## src/rtl/result_hex_tx.sv

```systemverilog
// Formats a captured 32-bit product as an ASCII hex line ("[-]digits\r\n")
// and streams it byte-by-byte over a valid/ready handshake.
module result_hex_tx #(
    parameter bit SIGNED         = 1'b1,
    parameter bit SUPPRESS_ZEROS = 1'b1,
    parameter bit UPPERCASE      = 1'b1
) (
    input  logic        clk,
    input  logic        rst,
    input  logic [31:0] in_data,
    input  logic        in_valid,
    output logic        in_ready,
    output logic [7:0]  tx_data,
    output logic        tx_valid,
    input  logic        tx_ready,
    output logic        busy
);

    typedef enum logic [2:0] {IDLE, SIGN, DIGIT, CR, LF} state_t;

    state_t      state;
    logic [31:0] mag;
    logic [2:0]  nib_idx;
    logic [2:0]  start_idx;

    logic        cap_neg;
    logic [31:0] cap_mag;
    logic [2:0]  cap_idx;
    logic        accept;

    function automatic logic [7:0] hex_char(input logic [3:0] n);
        if (n < 4'd10) return 8'h30 + 8'(n);
        return (UPPERCASE ? 8'h41 : 8'h61) + 8'(n - 4'd10);
    endfunction

    function automatic logic [3:0] nibble(input logic [31:0] v, input logic [2:0] i);
        return v[{i, 2'b00} +: 4];
    endfunction

    // Index of the most significant non-zero nibble; 0 when the value is zero.
    function automatic logic [2:0] top_nibble(input logic [31:0] v);
        logic [2:0] idx;
        idx = 3'd0;
        for (int i = 0; i < 8; i++) begin
            if (v[4*i +: 4] != 4'd0) idx = 3'(i);
        end
        return idx;
    endfunction

    // Sign, magnitude and first digit are resolved at capture so no cycles are spent skipping zeros.
    always_comb begin
        cap_neg = SIGNED && in_data[31];
        cap_mag = cap_neg ? 32'(~in_data + 32'd1) : in_data;
        cap_idx = SUPPRESS_ZEROS ? top_nibble(cap_mag) : 3'd7;
    end

    assign accept = tx_valid && tx_ready;

    always_ff @(posedge clk) begin
        if (rst) begin
            state     <= IDLE;
            tx_valid  <= 1'b0;
            tx_data   <= 8'h00;
            busy      <= 1'b0;
            in_ready  <= 1'b1;
            mag       <= 32'd0;
            nib_idx   <= 3'd0;
            start_idx <= 3'd0;
        end else begin
            case (state)
                IDLE: begin
                    if (in_valid && in_ready) begin
                        mag       <= cap_mag;
                        start_idx <= cap_idx;
                        nib_idx   <= cap_idx;
                        tx_valid  <= 1'b1;
                        busy      <= 1'b1;
                        in_ready  <= 1'b0;
                        if (cap_neg) begin
                            state   <= SIGN;
                            tx_data <= 8'h2D;
                        end else begin
                            state   <= DIGIT;
                            tx_data <= hex_char(nibble(cap_mag, cap_idx));
                        end
                    end
                end
                SIGN: begin
                    if (accept) begin
                        state   <= DIGIT;
                        nib_idx <= start_idx;
                        tx_data <= hex_char(nibble(mag, start_idx));
                    end
                end
                DIGIT: begin
                    if (accept) begin
                        if (nib_idx == 3'd0) begin
                            state   <= CR;
                            tx_data <= 8'h0D;
                        end else begin
                            nib_idx <= nib_idx - 3'd1;
                            tx_data <= hex_char(nibble(mag, nib_idx - 3'd1));
                        end
                    end
                end
                CR: begin
                    if (accept) begin
                        state   <= LF;
                        tx_data <= 8'h0A;
                    end
                end
                LF: begin
                    if (accept) begin
                        state    <= IDLE;
                        tx_valid <= 1'b0;
                        busy     <= 1'b0;
                        in_ready <= 1'b1;
                    end
                end
                default: state <= IDLE;
            endcase
        end
    end

endmodule
```

## config.mk

```make
export PLATFORM = sky130hd
export DESIGN_NAME = result_hex_tx
export DESIGN_NICKNAME = d
export VERILOG_FILES = /design/src/rtl/result_hex_tx.sv
export SDC_FILE = /design/constraint.sdc
export NUM_CORES = 1
export LEC_CHECK = 0
export CELL_PAD_IN_SITES_DETAIL_PLACEMENT = 0
export CELL_PAD_IN_SITES_GLOBAL_PLACEMENT = 2
export CORE_AREA = 2 2 126 128
export DETAILED_ROUTE_END_ITERATION = 16
export DIE_AREA = 0 0 128 130
export HOLD_SLACK_MARGIN = 0.12
export PLACE_DENSITY_LB_ADDON = 0.05
export SLEW_MARGIN = 20
export SYNTH_ARGS = -nofsm -noshare
export SYNTH_HDL_FRONTEND = slang
export SYNTH_SLANG_ARGS = --single-unit
```

## constraint.sdc

```tcl
create_clock -name clk -period 5 [get_ports clk]
set_input_delay 1 -clock clk [delete_from_list [all_inputs] [get_ports clk]]
set_output_delay 1 -clock clk [all_outputs]
set_load 0.05 [all_outputs]
```

==> run metrics, run 1 <==
result of the run completed; maximum level of the CTS H-tree 2; Die X 128 µm; Critical Path End Type flip-flop; final setup violating endpoints 0; count of antenna diodes in the layout 0; number of CTS-inserted buffers 5; I/O pin count 47; Reg2Reg Capture Point tx_data[3]$_SDFFE_PP0P_; number of buffers on the longest clock path 2; list of cells traversed by the critical path clkdlybuf4s50_1 -> inv_1 -> ha_2 -> or3b_4 -> nand2b_4 -> buf_4 -> o41ai_2 -> buf_4 -> xor2_2 -> nand2b_4 -> nor4_4 -> nand2_1 -> o211ai_1 -> ha_2 -> inv_1 -> ha_4 -> and3b_1 -> mux2i_1 -> a21oi_1 -> nor3_1; static leakage power 0.00248 µW; fmax 0.208 GHz; worst-margin pin slew 1000 ps; Final Hold Slack 498 ps; Worst path slowest cell sky130_fd_sc_hd__or3b_4; critical path class in -> reg; DR iter-0 viols 277; switch share 0.411; total count of max-transition violations in the final report 0; detailed-placement wirelength estimate 12700 µm; data arrival time of the worst path 4940 ps; family with the most delay on the worst path simple AND/OR/NAND/NOR gates; placed standard-cell area 0.00597 mm²; worst setup path end tx_data[3]$_SDFFE_PP0P_; DP Cell Count 877; Pre-Repair DR Iteration Count 4; Syn-to-layout area delta 41.1%; Global Route Usage Sum 0.195; number of maximum-capacitance violations 0; number of design rule violations left after detail routing 0; worst-path maximum fanout 6; Mapped Nets 626; effective utilization at floorplan 0.300; share of synthesized registers carrying an async set or reset 0; Layout Cells excl Fill 896; number of distinct standard cells referenced by the synthesized netlist 78; Num Clock Sinks 50; full die area 0.0166 mm²; fraction of final layout cells sized beyond drive strength 1 0.307; count of flip-flops with a built-in enable after synthesis 0; Peak VDD IR 0.155 mV; period utilisation layout 0.960; global-route wire length before repair 25400 µm; Buffers on Ports 45; sequential power share 0.272; final net count 754; Yosys warning total 0; post-route minimum period 4800 ps; total chip power 2010 µW; most frequent cells in the layout sky130_fd_sc_hd__buf_4 (123), sky130_fd_sc_hd__nor2_1 (71), sky130_fd_sc_hd__dfxtp_1 (50); Via density 5.42; Setup crit start kind primary input; Power Internal 1180 µW; clock-pin slew on the worst setup and hold paths 70 ps; areal power density over the cells 307 mW/mm²; Sw Pwr 826 µW; Total Routed Length 16200 µm; portion of total power attributed to the clock network 0.202; number of global-route vias before repair 4737; Post-Syn Area 0.00463 mm²; required time of the critical path 5140 ps; GRT overflow 0; Hold Path Class reg -> reg; die height 130 µm; worst-skew pair later-pin latency 290 ps; remaining max-slew budget at the tightest pin 0.333; number of standard cells after synthesis 575; Std-Cell Core Area 0.0154 mm²; Critical path origin in_data[1]; primary flip-flop cell chosen by synthesis mapping sky130_fd_sc_hd__dfxtp_1; antenna-violating nets left 0; R2R cell count 15; Slowest Stage Delay on Critical Path 430 ps; most common cell after layout, fill and taps aside sky130_fd_sc_hd__buf_4; Routed WL per cell 18.1 µm; Final Wtd Congestion 0.871; startpoint of the most critical register-to-register path nib_idx[0]$_SDFFE_PP0P_; Final Skew 4.15 ps; cell area after layout 0.00653 mm²; CTS tree yes; number of antenna violations at the first check in global routing 0; share of power burned in combinational logic 0.525; synthesis-stage register bit count 50; post-cts hold buffer count 0; R2R setup slack 1170 ps; mean post-synth cell area 8.06 µm²; total via count after detailed routing 4856; final design utilization 0.424; endpoints failing hold 0; buffer cell driving the clock tree root sky130_fd_sc_hd__clkbuf_16; CP bufs+invs 5; largest net degree at the start of global routing 51; row count 46; number of gates on the worst path with buffers counted 20; sequential fraction of the synthesis area 0.216
-- metal layers --
layer	vias to the layer above	GRT usage	wire length (µm)
li1	2419	-	-
met1	2309	0.264	7710
met2	103	0.331	7700
met3	25	0.0168	410
met4	0	0.0646	419
met5	-	0	0
-- per-stage QoR --
stage / setup TNS [ps] / setup WS (ps)
4_1_cts: -21.9 / -19.4
3_5_place_dp: -2140 / -415
2_1_floorplan: 0 / 8.45
6_report: 0 / 202
5_1_grt: -67.8 / -36.5
3_3_place_gp: -2200 / -349
-- power groups by stage --
stage / Clock, µW / Sequential (µW) / Combinational (µW)
after floorplan: 0 / 570 / 658
after global placement: 0 / 555 / 1010
after detailed placement: 0 / 557 / 1010
after CTS: 416 / 548 / 1020
after global routing: 431 / 560 / 1170
final: 406 / 547 / 1060
-- registers in the layout, indices dropped and copies added, names as in the netlist --
signal and flops:
mag 32, in_ready 1, start_idx 3, busy 1
state 3, nib_idx 3, tx_data 7
-- final cells by class --
class | instances | area, µm²
fill | 1579 | 8890
multi-input combinational | 462 | 3680
timing repair buffer | 170 | 1390
sequential | 50 | 1000
tap | 192 | 240
clock buffer | 5 | 125
inverter | 14 | 52.6
clock inverter | 3 | 48.8
-- worst min-delay path, cell delays in order (launching register included) --
cell	delay (ps)
sky130_fd_sc_hd__dfxtp_1	320
sky130_fd_sc_hd__o21ai_0	70
sky130_fd_sc_hd__a21oi_1	60
-- cells in the mapped netlist, types with 3 or more instances --
library cell | n | share of area
sky130_fd_sc_hd__and2_1 | 3 | 0.0041
sky130_fd_sc_hd__nand2b_1 | 5 | 0.0068
sky130_fd_sc_hd__nor4_1 | 7 | 0.0095
sky130_fd_sc_hd__dfxtp_1 | 50 | 0.22
sky130_fd_sc_hd__o31ai_1 | 9 | 0.015
sky130_fd_sc_hd__o41ai_1 | 9 | 0.017
sky130_fd_sc_hd__o21ai_0 | 35 | 0.038
sky130_fd_sc_hd__mux2i_1 | 8 | 0.017
sky130_fd_sc_hd__inv_1 | 14 | 0.011
sky130_fd_sc_hd__mux4_2 | 16 | 0.078
sky130_fd_sc_hd__nor3_1 | 17 | 0.018
sky130_fd_sc_hd__clkbuf_1 | 38 | 0.031
sky130_fd_sc_hd__or3_1 | 8 | 0.011
sky130_fd_sc_hd__nor2b_1 | 5 | 0.0068
sky130_fd_sc_hd__xor2_1 | 29 | 0.055
sky130_fd_sc_hd__a21oi_1 | 31 | 0.033
sky130_fd_sc_hd__buf_1 | 5 | 0.0041
sky130_fd_sc_hd__or4_1 | 4 | 0.0065
sky130_fd_sc_hd__nand3_1 | 13 | 0.014
sky130_fd_sc_hd__nor2_1 | 73 | 0.059
sky130_fd_sc_hd__a211oi_1 | 35 | 0.057
sky130_fd_sc_hd__nand2_1 | 31 | 0.025
sky130_fd_sc_hd__nand3b_1 | 5 | 0.0081
sky130_fd_sc_hd__mux2_2 | 6 | 0.015
sky130_fd_sc_hd__and4_1 | 3 | 0.0057
sky130_fd_sc_hd__a31oi_1 | 4 | 0.0054
sky130_fd_sc_hd__nand4_1 | 6 | 0.0081
sky130_fd_sc_hd__a22oi_1 | 4 | 0.0065
sky130_fd_sc_hd__ha_1 | 15 | 0.041
sky130_fd_sc_hd__xnor2_1 | 14 | 0.026
sky130_fd_sc_hd__a21o_1 | 4 | 0.0065
sky130_fd_sc_hd__o211ai_1 | 4 | 0.0065
-- worst min-delay path by stage --
stage / slack (ps) / cells past startpoint / startpoint / to
after CTS: 500 / 2 / mag[5]$_SDFFE_PP0P_ / mag[5]$_SDFFE_PP0P_
final: 500 / 2 / mag[5]$_SDFFE_PP0P_ / mag[5]$_SDFFE_PP0P_
after global placement: 480 / 2 / mag[5]$_SDFFE_PP0P_ / mag[5]$_SDFFE_PP0P_
after global routing: 530 / 2 / mag[0]$_SDFFE_PP0P_ / mag[0]$_SDFFE_PP0P_
after floorplan: 460 / 2 / mag[0]$_SDFFE_PP0P_ / mag[0]$_SDFFE_PP0P_
after detailed placement: 490 / 2 / mag[5]$_SDFFE_PP0P_ / mag[5]$_SDFFE_PP0P_
-- timing repair --
item	4_1_cts	5_1_grt
setup endpoints to repair	4	7
resized for setup	12	46
buffers inserted	2	10
pin swaps	7	26
gates cloned	0	0
-- kinds of logic after synthesis --
kind of cell / after synthesis / share of synthesized area
AO/OA/AOI/OAI: 173 / 0.268
XOR/XNOR: 43 / 0.0813
adder cells (fa/ha/maj): 15 / 0.0405
buffers and inverters: 63 / 0.0565
flip-flops: 50 / 0.216
multiplexers: 30 / 0.110
other: 1 / 0.000810
AND/OR/NAND/NOR: 200 / 0.227
(Power assumes the default switching activity.)
==> inputs of run 2 (changes only) <==
CAP_MARGIN = 20   (was default)
PLACE_DENSITY_LB_ADDON = 0.1   (was 0.05)
==> run metrics, run 2 (synthesis gave the netlist of run 1 again) <==
result of the run completed (unchanged); Layout Cells excl Fill 891 (was 896); setup TNS 0 ps (unchanged); final setup violating endpoints 0 (unchanged); row count 46 (unchanged); worst-margin pin slew 1040 ps (was 1000 ps); number of maximum-capacitance violations 0 (unchanged); Peak VDD IR 0.127 mV (was 0.155 mV); number of antenna violations at the first check in global routing 0 (unchanged); Critical Path End Type flip-flop (unchanged); worst-skew pair later-pin latency 290 ps (about the same); Setup crit start kind primary input (unchanged); Num Clock Sinks 50 (unchanged); Syn-to-layout area delta 39.5% (was 41.1%); endpoints failing hold 0 (unchanged); areal power density over the cells 302 mW/mm² (was 307 mW/mm²); total via count after detailed routing 4831 (was 4856); global-route wire length before repair 24200 µm (was 25400 µm); effective utilization at floorplan 0.300 (unchanged); register with the most flip-flops mag (unchanged); Final Skew 3.85 ps (was 4.15 ps); count of antenna diodes in the layout 0 (unchanged); Die X 128 µm (unchanged); Final Wtd Congestion 0.831 (was 0.871); required time of the critical path 5200 ps (was 5140 ps); post-route minimum period 4820 ps (was 4800 ps); Pre-Repair DR Iteration Count 5 (was 4); min setup slack post-route 182 ps (was 202 ps); Buffers on Ports 45 (unchanged); number of CTS-inserted buffers 5 (unchanged); Hold Path Class reg -> reg (unchanged); most common cell after layout, fill and taps aside sky130_fd_sc_hd__buf_4 (unchanged); flip-flop count of the largest register, all copies and words added 32 (unchanged); remaining max-slew budget at the tightest pin 0.287 (was 0.333); most frequent cells in the layout sky130_fd_sc_hd__buf_4 (119), sky130_fd_sc_hd__nor2_1 (70), sky130_fd_sc_hd__dfxtp_1 (50) (was sky130_fd_sc_hd__buf_4 (123), sky130_fd_sc_hd__nor2_1 (71), sky130_fd_sc_hd__dfxtp_1 (50)); largest net degree at the start of global routing 51 (unchanged); detailed-placement wirelength estimate 12600 µm (was 12700 µm); fmax 0.208 GHz (about the same); Routed WL per cell 17.8 µm (was 18.1 µm); worst-path maximum fanout 6 (unchanged); I/O pin count 47 (unchanged); Std-Cell Core Area 0.0154 mm² (unchanged); data arrival time of the worst path 5010 ps (was 4940 ps); critical path class in -> reg (unchanged); DP Cell Count 873 (was 877); number of design rule violations left after detail routing 0 (unchanged); pre-CTS setup slack -436 ps (was -415 ps); number of global-route vias before repair 4610 (was 4737); final design utilization 0.419 (was 0.424); Top Registers mag: 32 flops, tx_data: 7 flops (unchanged); maximum level of the CTS H-tree 2 (unchanged); fraction of final layout cells sized beyond drive strength 1 0.306 (was 0.307); period utilisation layout 0.964 (was 0.960); static leakage power 0.00246 µW (was 0.00248 µW); total chip power 1950 µW (was 2010 µW); DR iter-0 viols 289 (was 277); GRT overflow 0 (unchanged); final net count 749 (was 754); full die area 0.0166 mm² (unchanged); post-cts hold buffer count 0 (unchanged); total count of max-transition violations in the final report 0 (unchanged); Total Routed Length 15800 µm (was 16200 µm); number of buffers on the longest clock path 2 (unchanged); buffer cell driving the clock tree root sky130_fd_sc_hd__clkbuf_16 (unchanged); antenna-violating nets left 0 (unchanged); Global Route Usage Sum 0.187 (was 0.195); clock-pin slew on the worst setup and hold paths 70 ps (about the same); die height 130 µm (unchanged); CTS tree yes (unchanged); Via density 5.42 (about the same)
## run 2: cell count changes in the layout (fill, tap and decap cells not counted), sizes merged
cell | previous run | this run
dlymetal6s2s | 2 | 3
buf | 127 | 122
bufinv | 1 | 0
clkinvlp | 1 | 0
dlygate4sd2 | 1 | 0
clkbuf | 5 | 7
## run 2: path summary, 6_finish.rpt
check | to | start | cells past startpoint | slack, ps
worst max-delay path | tx_data[0]$_SDFFE_PP0P_ | in_data[0] | 18 | 180
worst min-delay path | mag[7]$_SDFFE_PP0P_ | mag[7]$_SDFFE_PP0P_ | 2 | 500
worst max register to register | tx_data[4]$_SDFFE_PP0P_ | start_idx[0]$_SDFFE_PP0P_ | 10 | 1090
worst min register to register | mag[7]$_SDFFE_PP0P_ | mag[7]$_SDFFE_PP0P_ | 2 | 500
## run 2: cell type report
class	count	area, µm²
fill	1615	8960
multi-input combinational	462	3660
timing repair buffer	165	1350
sequential	50	1000
tap	192	240
clock buffer	7	143
inverter	14	52.6
clock inverter	1	8.76
## run 2: power by group
| part | total (µW) | switching, µW | internal [µW] |
|---|---|---|---|
| Combinational | 1050 | 582 | 467 |
| Sequential | 547 | 74.1 | 473 |
| Clock | 353 | 152 | 202 |
| Total | 1950 | 808 | 1140 |
## run 2: layer usage
metal	global-route usage	vias to the layer above	routed length (µm)
met5	0	-	0
met3	0.0156	17	551
met4	0.0511	0	296
met1	0.247	2294	7340
li1	-	2408	-
met2	0.328	112	7640
## run 2: repair_timing
item,in CTS,in global routing
gates cloned,0,0
setup buffers,0,10
pin swaps,0,24
endpoints found under the setup margin,6,7
resized for setup,7,55
## run 2: critical path, cell delays in order
cell and delay (ps):
sky130_fd_sc_hd__clkdlybuf4s50_1 440, sky130_fd_sc_hd__inv_1 70, sky130_fd_sc_hd__ha_1 170, sky130_fd_sc_hd__or3b_4 420, sky130_fd_sc_hd__or4_4 500, sky130_fd_sc_hd__o31ai_4 280, sky130_fd_sc_hd__xnor2_2 120, sky130_fd_sc_hd__or3_4 420
sky130_fd_sc_hd__nor2_2 120, sky130_fd_sc_hd__o21ai_1 70, sky130_fd_sc_hd__a221oi_2 300, sky130_fd_sc_hd__ha_2 230, sky130_fd_sc_hd__inv_1 70, sky130_fd_sc_hd__ha_4 180, sky130_fd_sc_hd__buf_6 130, sky130_fd_sc_hd__buf_4 120
sky130_fd_sc_hd__xnor2_1 120, sky130_fd_sc_hd__a311oi_1 240
## run 2: metrics by stage
stage / cell area [µm²] / hold WS [ps]
final: 6460 / 498
after global routing: 6460 / 535
after CTS: 6140 / 497
after detailed placement: 5940 / 487
after global placement: 5940 / 476
after floorplan: 4640 / 461
